## config.mk

```make
export PLATFORM = sky130hd
export DESIGN_NAME = fp_to_int_conv
export DESIGN_NICKNAME = d
export VERILOG_FILES = /design/src/rtl/fp_to_int_conv.sv
export SDC_FILE = /design/constraint.sdc
export NUM_CORES = 1
export LEC_CHECK = 0
export BUFFER_PORTS_ARGS = -buffer_cell sky130_fd_sc_hd__buf_4
export CAP_MARGIN = 20
export CELL_PAD_IN_SITES_DETAIL_PLACEMENT = 2
export CELL_PAD_IN_SITES_GLOBAL_PLACEMENT = 2
export CORE_UTILIZATION = 38
export CTS_CLUSTER_DIAMETER = 120
export CTS_CLUSTER_SIZE = 16
export DETAILED_ROUTE_END_ITERATION = 8
export PLACE_DENSITY = 0.86
export SKIP_CTS_REPAIR_TIMING = 1
export SLEW_MARGIN = 0
export SYNTH_ARGS = -nofsm -noshare
export SYNTH_HDL_FRONTEND = slang
export SYNTH_SLANG_ARGS = --single-unit
```

## constraint.sdc

```tcl
create_clock -name clk -period 15.32 [get_ports clk]
set_input_delay 3.064 -clock clk [delete_from_list [all_inputs] [get_ports clk]]
set_output_delay 3.064 -clock clk [all_outputs]
set_load 0.1 [all_outputs]
```

## src/rtl/fp_to_int_conv.sv

```systemverilog
// Iterative IEEE-754 float to signed integer converter (truncate toward zero).
// The mantissa is shifted one bit per cycle; the result is presented on a valid/ready port.
module fp_to_int_conv #(
   parameter int N_BIT   = 64,
   parameter int EXP_BIT = 11,
   parameter int INT_BIT = 64
) (
   input  logic               clk,
   input  logic               rst,
   input  logic               in_valid,
   output logic               in_ready,
   input  logic [N_BIT-1:0]   a,
   output logic               out_valid,
   input  logic               out_ready,
   output logic [INT_BIT-1:0] out,
   output logic               invalid,
   output logic               inexact
);

   localparam int FRAC = N_BIT - 1 - EXP_BIT;
   localparam int BIAS = 2**(EXP_BIT-1) - 1;
   localparam int EW   = EXP_BIT + 2;
   localparam logic [INT_BIT-1:0] MAXV = {1'b0, {(INT_BIT-1){1'b1}}};
   localparam logic [INT_BIT-1:0] MINV = {1'b1, {(INT_BIT-1){1'b0}}};

   typedef enum logic [1:0] {IDLE, CLASSIFY, SHIFT, DONE} state_t;

   state_t             r_state, w_stateNext;
   logic [N_BIT-1:0]   r_a, w_aNext;
   logic [INT_BIT-1:0] r_mag, w_magNext;
   logic [EW-1:0]      r_cnt, w_cntNext;
   logic               r_left, w_leftNext;
   logic               r_sticky, w_stickyNext;
   logic [INT_BIT-1:0] r_out, w_outNext;
   logic               r_invalid, w_invalidNext;
   logic               r_inexact, w_inexactNext;
   logic               r_outValid, w_outValidNext;
   logic               r_inReady, w_inReadyNext;

   logic                  w_sign;
   logic [EXP_BIT-1:0]    w_exp;
   logic [FRAC-1:0]       w_frac;
   logic signed [EW-1:0]  w_e;
   logic                  w_expOnes, w_expZero, w_fracNz, w_leftDir;
   logic [INT_BIT-1:0]    w_mant;
   logic [EW-1:0]         w_shiftAmt;
   logic [INT_BIT-1:0]    w_magShift;
   logic                  w_stickyShift;

   assign w_sign    = r_a[N_BIT-1];
   assign w_exp     = r_a[N_BIT-2:FRAC];
   assign w_frac    = r_a[FRAC-1:0];
   assign w_e       = $signed({2'b00, w_exp}) - $signed(EW'(BIAS));
   assign w_expOnes = &w_exp;
   assign w_expZero = ~|w_exp;
   assign w_fracNz  = |w_frac;
   assign w_mant    = {{(INT_BIT-FRAC-1){1'b0}}, 1'b1, w_frac};
   assign w_leftDir = w_e > $signed(EW'(FRAC));
   assign w_shiftAmt = w_leftDir ? EW'(w_e - $signed(EW'(FRAC)))
                                 : EW'($signed(EW'(FRAC)) - w_e);

   // Bits falling off the bottom of a right shift are what truncation discards.
   assign w_magShift    = r_left ? (r_mag << 1) : (r_mag >> 1);
   assign w_stickyShift = r_sticky | (~r_left & r_mag[0]);

   always_comb begin
      w_stateNext    = r_state;
      w_aNext        = r_a;
      w_magNext      = r_mag;
      w_cntNext      = r_cnt;
      w_leftNext     = r_left;
      w_stickyNext   = r_sticky;
      w_outNext      = r_out;
      w_invalidNext  = r_invalid;
      w_inexactNext  = r_inexact;
      w_outValidNext = r_outValid;
      w_inReadyNext  = r_inReady;
      case (r_state)
         IDLE: begin
            if (in_valid) begin
               w_aNext       = a;
               w_invalidNext = 1'b0;
               w_inexactNext = 1'b0;
               w_inReadyNext = 1'b0;
               w_stateNext   = CLASSIFY;
            end
         end
         CLASSIFY: begin
            w_stickyNext   = 1'b0;
            w_stateNext    = DONE;
            w_outValidNext = 1'b1;
            if (w_expOnes && w_fracNz) begin
               w_outNext     = '0;
               w_invalidNext = 1'b1;
            end else if (w_expOnes) begin
               w_outNext     = w_sign ? MINV : MAXV;
               w_invalidNext = 1'b1;
            end else if (w_expZero) begin
               w_outNext     = '0;
               w_inexactNext = w_fracNz;
            end else if (w_e < 0) begin
               w_outNext     = '0;
               w_inexactNext = 1'b1;
            end else if (w_e >= $signed(EW'(INT_BIT-1))) begin
               // Only -2**(INT_BIT-1) itself is representable at this magnitude.
               if (w_sign && (w_e == $signed(EW'(INT_BIT-1))) && !w_fracNz) begin
                  w_outNext = MINV;
               end else begin
                  w_outNext     = w_sign ? MINV : MAXV;
                  w_invalidNext = 1'b1;
               end
            end else begin
               w_magNext  = w_mant;
               w_leftNext = w_leftDir;
               w_cntNext  = w_shiftAmt;
               if (w_shiftAmt == '0) begin
                  w_outNext = w_sign ? -w_mant : w_mant;
               end else begin
                  w_stateNext    = SHIFT;
                  w_outValidNext = 1'b0;
               end
            end
         end
         SHIFT: begin
            w_magNext    = w_magShift;
            w_stickyNext = w_stickyShift;
            w_cntNext    = r_cnt - EW'(1);
            if (r_cnt == EW'(1)) begin
               w_outNext      = w_sign ? -w_magShift : w_magShift;
               w_inexactNext  = w_stickyShift;
               w_outValidNext = 1'b1;
               w_stateNext    = DONE;
            end
         end
         DONE: begin
            if (out_ready) begin
               w_outValidNext = 1'b0;
               w_inReadyNext  = 1'b1;
               w_stateNext    = IDLE;
            end
         end
         default: w_stateNext = IDLE;
      endcase
   end

   always_ff @(posedge clk) begin
      if (rst) begin
         r_state    <= IDLE;
         r_a        <= '0;
         r_mag      <= '0;
         r_cnt      <= '0;
         r_left     <= 1'b0;
         r_sticky   <= 1'b0;
         r_out      <= '0;
         r_invalid  <= 1'b0;
         r_inexact  <= 1'b0;
         r_outValid <= 1'b0;
         r_inReady  <= 1'b1;
      end else begin
         r_state    <= w_stateNext;
         r_a        <= w_aNext;
         r_mag      <= w_magNext;
         r_cnt      <= w_cntNext;
         r_left     <= w_leftNext;
         r_sticky   <= w_stickyNext;
         r_out      <= w_outNext;
         r_invalid  <= w_invalidNext;
         r_inexact  <= w_inexactNext;
         r_outValid <= w_outValidNext;
         r_inReady  <= w_inReadyNext;
      end
   end

   assign in_ready  = r_inReady;
   assign out_valid = r_outValid;
   assign out       = r_out;
   assign invalid   = r_invalid;
   assign inexact   = r_inexact;

endmodule
```

After elaboration in Yosys (flattened, before gate mapping)
Index checks and enable logic that the tools add are counted.
Operators by class
  add/subtract/negate cells: 6
  $mul: 0
  div/mod/pow operators: 0
  $lt $le $gt $ge: 3
  equal/unequal tests: 19
  shift-type cells: 0
  mux-type cells: 62
  bitwise logic cells: 7
  reduce and logical (&&, ||, !) cells: 23
Operators by type and width (count)
  2-to-1 mux 64 bit: 17
  one-hot mux 64 bit (2 select lines): 2
  2-to-1 mux 13 bit: 6
  negation 53 -> 64 bit: 1
  negation 64 bit: 1
  OR reduction 52 bit: 1
  2-to-1 mux 1 bit: 27
  one-hot mux 13 bit (2 select lines): 1
  AND reduction 6 bit: 4
  != test 2 bit (second input constant): 8
  != test 4 bit (second input constant): 4
  equality test 13 x 1 -> 1 bit (second input constant): 1
  zero test 13 bit: 1
  subtractor 12 x 7 -> 13 bit (second input constant): 1
  subtractor 13 x 1 -> 13 bit (second input constant): 1
  subtractor 7 x 12 -> 13 bit (first input constant): 1
  equality test 12 x 7 -> 1 bit (second input constant): 1
  greater-or-equal comparator 12 x 7 -> 1 bit (second input constant): 1
  > comparator 12 x 7 -> 1 bit (second input constant): 1
  < comparator 12 x 1 -> 1 bit (second input constant): 1
  AND reduction 3 bit: 4
  subtractor 11 x 10 -> 12 bit (second input constant): 1
  AND reduction 11 bit: 1
  OR reduction 11 bit: 1
  17 further kinds: 32
Storage, ports and cells
  register bits: 213
  bits in latches: 0
  RAM bits: 0
  memory bits (read-only): 0
  input port bits: 68
  output and inout bits: 68
  word-level logic and storage cells: 131
  memories kept: 0

Logic depth before layout (Yosys ltp)
Gate-level depths: netlist of the first run.
  word-level depth: 11
  gate-level depth with buffers: 19
  gate-level depth less buffers: 14

Least setup slack after synthesis of the first run
OpenSTA, ideal clock, no wires.
  path type: register to register
  start: register r_left
  end: register r_out[36], in the netlist out[36]
  data arrival time: 4858 ps
  data required time: 15200 ps
  path slack: 10342 ps
  stages on the path, launching flop included: 19
  clock period less this slack: 4978 ps
  cells stage by stage: dfxtp_1 buf_6 buf_6 buf_2 buf_2 buf_1 buf_2 clkbuf_1 mux2i_1 ha_1 o2111ai_1 or4_1 or3_1 or4b_4 o31ai_1 xor2_1 a21oi_1 o21ai_1 a211o_1
Between the ends
  longest elaborated chain between the ends: 5
RTL lines
  start: declaration: RTL line 32  | logic r_left, w_leftNext;
  start signal: assignment: RTL line 164  | r_left <= w_leftNext;
  2-to-1 mux 64 bit (*): RTL line 63  | assign w_magShift = r_left ? (r_mag << 1) : (r_mag >> 1);
  negation 64 bit: RTL line 129  | w_outNext = w_sign ? -w_magShift : w_magShift;
  2-to-1 mux 64 bit (*): RTL line 129
  2-to-1 mux 64 bit (*): RTL line 128  | if (r_cnt == EW'(1)) begin
  one-hot mux 64 bit (2 select lines) (*): RTL line 78  | case (r_state)
  end signal: assignment: RTL line 166  | r_out <= w_outNext;
  end: declaration: RTL line 34  | logic [INT_BIT-1:0] r_out, w_outNext;
Mark *: on every way between the ends. The rest lies on a longest branch, timed or not. The select of a mux whose other input is x is not followed.
A chain may end at the register's enable or synchronous reset.

Worst setup path after layout of the first run
  start: register r_a[53]
  end: register r_out[23], in the netlist out[23]
Between the ends
  longest elaborated chain between the ends: 11
  elaborated cells between the ends (all ways): 23
  classes of those cells: 3 x add/sub; 3 x order compare; 2 x eq/ne; 8 x mux; 7 x reduce/logical
RTL lines
  start: declaration: RTL line 29  | logic [N_BIT-1:0] r_a, w_aNext;
  start signal: assignment: RTL line 161  | r_a <= w_aNext;
  parallel branches: the longest is 11 deep, another holds subtractor 7 x 12 -> 13 bit
Several ways; the timed one is not identified.

==> impl_metrics.ini, run 1 <==
[logic_synthesis]
synthTopCellsByArea = dfxtp_1 29%, a21oi_1 8.6%, nand2_1 8.5%
muxShareOfSynthArea_pct = 4.64
yosys_most_used_dff = dfxtp_1
synth_top_cell_by_area = dfxtp_1
yosys.area_share.adder_pct = 1.43
synth_edf_count = 0
synth-simple-area-share_pct = 26.2
postSynthNetCount = 2153
synth_compound_area_share_pct = 25.5
ys_seq_elements = 213
syn_inst = 2068
synth_top_family_by_area = simple AND/OR/NAND/NOR gates
ys_seq_area_share_pct = 28.6
synth-async-reset-ratio_pct = 0
synth_top_area_share_pct = 28.6
synth_xor_xnor_area_share_pct = 7.69
synth_area_um2 = 14900
yosysWarnings = 0
synth_cell_types = 77
syn_area_per_cell_um2 = 7.22

[grt]
grt_pass1_wl_um = 94300
grt_max_degree = 90
grt.total_usage_pct = 28.8
grt_pass1_vias = 16375
antenna_found_initial = 0
overflow = 0

[job]
maxCapViolations = 0

[worst_setup_path]
crit_fanout = 85
reg2reg_slack_ns = 10.18
cpMaxStageDelayCell = buf_4
cp_slowest_stage_delay_ns = 0.73
cp-start-kind = flip-flop
worstPathRequired_ns = 15.73
end_kind = flip-flop
crit_type = flip-flop to flip-flop
cp_cell_sequence = ha_1, and4_1, nand2_1, o21ai_1, and3_1, a21oi_4, or3_1, nand4_1, nor3_1, nand4_1, buf_4, buf_4, nor3_1, a211o_1
crit_arrival_ns = 5.55

[power]
powerDensity_nw_per_um2 = 149
power_leakage_nw = 6.07
vdd_drop_max_v = 0.0000837
power_mw = 2.46

[floorplanning]
die_y_um = 200
rows = 72
coreArea_um2 = 38700
chipWidth_um = 200
floorplan.initialDensity_pct = 38.5
die_area_um2 = 40100
ioPinCount = 136

[place]
place.gp.congestion = 0.882
placed_cell_area_um2 = 16100
dp.cells = 2572
pre_cts_ws_ns = 10.00
dp_hpwl_um = 41600
io_buffer_count = 135

[timing]
rsz0062_at_grt = no
slew_viol_final = 0
relSlewSlack_pct = 32.3
fin_ws_ns = 10.18
worst_hold_slack_ns = 0.466
finClkSkew_ns = 0.0201
tightest_slew_ns = 1.00
fin_tns_setup_ns = 0
finalSetupViolations = 0
period_share_pct = 33.5
fmax_mhz = 195
finalCriticalPeriod_ns = 5.14
hold_violations = 0

[final_layout]
stdcell_count = 2593
layout-drive-gt1-share_pct = 11.5
final_common_cell = nand2_1
fin_nets = 2159
layout_common_cells = 335 x nand2_1, 256 x a21oi_1, 211 x dfxtp_1, 157 x buf_4, 107 x nand3_1
fillCellCount = 4531
final_area_um2 = 16600
syn_to_final_growth_pct = 10.9
final_core_util_pct = 42.7
n_antenna_cell = 0

[clocking]
cts_buffers = 17
path_clk_slew_ns = 0.08
cts-root-buf = clkbuf_16
cts_sinks = 213
clockBufferDepth = 3
htree_levels = 1
cts_tree = done
clkLatencyLatePin_ns = 0.53

[drt]
detail-route-antenna-nets = 0
vias = 15773
drc = 0
routed_via_density = 6.08
drt_iter0_markers = 761
wire_per_inst_um = 22.7
drt_first_pass_iters = 5
wl_um = 58900

[run_status]
status = complete, no violations

[hold_path]
hp-class = flip-flop to flip-flop
## path summary, 6_finish.rpt
path                                 from   endpoint  cells past startpoint
worst max-delay path              r_a[53]    out[23]                     14
worst min-delay path            r_mag[63]  r_mag[63]                      2
worst max register to register    r_a[53]    out[23]                     14
worst min register to register  r_mag[63]  r_mag[63]                      2
## cell type report
cell class / count / area, um^2 / area share, %
clock buffer: 19 / 433 / 2.62
clock inverter: 1 / 16.3 / 0.0983
sequential: 213 / 4270 / 25.8
timing repair buffer: 159 / 1220 / 7.36
multi-input combinational: 1644 / 9820 / 59.3
tap: 518 / 648 / 3.92
inverter: 39 / 146 / 0.884
## sequential cells by signal (all words and copies together), names as in the netlist
| register | flops |
|---|---|
| r_left | 1 |
| r_cnt | 13 |
| r_state | 2 |
| invalid | 1 |
| out_valid | 1 |
| in_ready | 1 |
| inexact | 1 |
| out | 64 |
| r_sticky | 1 |
| r_mag | 64 |
| r_a | 64 |
## where the power goes
group          switching (mW)  internal, mW  total [mW]
Sequential             0.0999         0.620       0.720
Combinational           0.948         0.363        1.31
Clock                   0.228         0.202       0.430
## per-layer routing
| layer | GRT usage [%] | routed length, um | vias up | share of wire (%) |
|---|---|---|---|---|
| met3 | 3.30 | 2340 | 70 | 4.0 |
| met4 | 6.92 | 1330 | 0 | 2.3 |
| met5 | 0 | 0 | - | 0 |
| li1 | - | - | 7392 | - |
| met1 | 40.5 | 27900 | 7985 | 47 |
| met2 | 46.6 | 27200 | 326 | 46 |
## Yosys cell counts (11+ instances only)
cell type,count
a211o_1,35
a211oi_1,11
a21oi_1,257
a21oi_2,13
and3_1,38
buf_1,14
buf_2,27
clkbuf_1,118
dfxtp_1,213
ha_1,17
inv_1,37
mux2i_1,60
nand2_1,338
nand3_1,108
nand4_1,20
nor2_1,94
nor2b_1,24
nor3_1,77
nor3b_1,12
nor4_1,11
o211ai_1,64
o21ai_0,73
o21ai_1,43
o31ai_1,25
or2_2,13
or3_1,35
or4_1,12
xnor2_1,46
xor2_1,85
## logic make-up (layout without fill, tap and decap cells)
kind of cell,count (synthesis),in the layout
AND/OR/NAND/NOR,815,815
buffers and inverters,211,218
XOR/XNOR,131,131
multiplexers,68,68
AO/OA/AOI/OAI,613,613
adder cells (fa/ha/maj),17,17
flip-flops,213,213
## worst max-delay path: cells and delay by family, from the launching register on
family,cells,cell delay [ns]
fa+ha+maj,1,0.39
simple gates,8,1.90
flops,1,0.55
buf+inv,2,1.15
compound gates,3,0.94
Note: power is estimated with default switching activity, not from simulation.
==> inputs of run 2 (changes only) <==
CORE_UTILIZATION = 35   (was 38)
PLACE_DENSITY = 0.8   (was 0.86)
clock period = 5.2 ns   (was 15.32 ns; I/O delays follow)
==> run 2 against run 1 <==
Total power grew to 3.0 times the previous value; wire length up 0.75%; sequential power grew to 3.0 times the previous value; worst hold slack hardly changed; clock power rose to 3.0 times the previous value; sequential share of layout area fell by 0.13 points; count of clock-buffer cells in the layout unchanged; first-iteration DRC count rose by 8.7%; setup slack got worse by 9.4 ns; non-clock buffer count rose by 5; cell count grew 1.0%; register-to-register slack worse by 9.4 ns.
==> impl_metrics.ini, run 2 (synthesis results as in run 1) <==
[timing]
slew_viol_final = 0
fin_tns_setup_ns = 0
finalSetupViolations = 0
hold_violations = 0
rsz0062_at_grt = no
fmax_mhz = 226
relSlewSlack_pct = 38.4
tightest_slew_ns = 0.914
fin_ws_ns = 0.782
finalCriticalPeriod_ns = 4.42
period_share_pct = 85.0
finClkSkew_ns = 0.0245

[worst_setup_path]
worstPathRequired_ns = 5.61
path_common_cell = buf_4
cp_slowest_stage_delay_ns = 0.80
crit_type = flip-flop to flip-flop
cp-start-kind = flip-flop
cpMaxStageDelayCell = dfxtp_4
worst_path_dominant_cell_family = simple AND/OR/NAND/NOR gates
cp_cell_sequence = buf_4, buf_4, nor3b_1, o21bai_1, or3_1, or4_1, or2_1, o21ai_0, xor2_1, a21oi_1, nor2_1, a31oi_1, nand3_1
crit_buf_inv = 2
end_kind = flip-flop
crit_arrival_ns = 4.83
crit_fanout = 50

[power]
power_leakage_nw = 6.11
power_mw = 7.30
powerDensity_nw_per_um2 = 439
vdd_drop_max_v = 0.000195

[final_layout]
layout-drive-gt1-share_pct = 11.7
layout_common_cells = 335 x nand2_1, 256 x a21oi_1, 211 x dfxtp_1, 161 x buf_4, 107 x nand3_1
syn_to_final_growth_pct = 11.5
final_common_cell = nand2_1
final_area_um2 = 16600
fin_nets = 2164
final_core_util_pct = 39.6
n_antenna_cell = 0

[clocking]
cts_tree = done
cts-root-buf = clkbuf_16
cts_sinks = 213
clockBufferDepth = 3
clkLatencyLatePin_ns = 0.53
cts_buffers = 17
path_clk_slew_ns = 0.08
htree_levels = 1

[place]
dp_hpwl_um = 42300
pre_cts_ws_ns = 0.816
io_buffer_count = 135
place.gp.congestion = 0.862
placed_cell_area_um2 = 16200

[grt]
antenna_found_initial = 0
grt_pass1_wl_um = 93800
grt_max_degree = 143
grt.total_usage_pct = 26.7
grt_pass1_vias = 16289
overflow = 0

[floorplanning]
die_area_um2 = 43500
rows = 75
chipWidth_um = 209
floorplan.initialDensity_pct = 35.5
ioPinCount = 136
coreArea_um2 = 42000
die_y_um = 209

[hold_path]
hp-class = flip-flop to flip-flop

[drt]
routed_via_density = 6.01
drc = 0
drt_first_pass_iters = 5
drt_iter0_markers = 827
vias = 15748
wire_per_inst_um = 22.6
wl_um = 59300
detail-route-antenna-nets = 0

[run_status]
status = complete, no violations

[job]
maxCapViolations = 0
## run 2: per-layer routing
layer  vias to the layer above  GRT usage (%)  part of all wire [%]
li1                       7409              -                     -
met1                      7974           37.4                    48
met2                       301           44.4                    47
met3                        64           2.14                   3.1
met4                         0           5.95                   1.8
met5                         -              0                     0
## run 2: tightest hold or removal path: stages, from the launching register on
cell     delay [ns]
dfxtp_1        0.31
nand2_1        0.06
a21oi_1        0.05
## run 2: metrics by stage
stage / instances / hold slack, ns
2_1_floorplan: 2068 / 0.429
3_3_place_gp: 2599 / 0.447
3_5_place_dp: 2599 / 0.456
4_1_cts: 2620 / 0.466
5_1_grt: 2620 / 0.498
6_report: 2620 / 0.465
## run 2: layout make-up
type                            instances  area, um^2
Fill cell                            5091       25400
Timing Repair Buffer                  164        1270
Inverter                               39         146
Clock inverter                          2        25.0
Clock buffer                           19         433
Sequential cell                       213        4270
Multi-Input combinational cell       1644        9820
Tap cell                              539         674
## run 2: report_power, final
group,switching [mW],internal [mW],total (mW)
clock network,0.680,0.598,1.28
registers,0.303,1.83,2.13
logic,2.81,1.08,3.89
## run 2: path summary, 6_finish.rpt
kind | slack (ns) | depth (start not counted) | from | end
hold reg to reg | 0.47 | 2 | r_mag[63] | r_mag[63]
setup reg to reg | 0.78 | 13 | r_left | out[56]
hold / removal | 0.47 | 2 | r_mag[63] | r_mag[63]
setup / recovery | 0.78 | 13 | r_left | out[56]
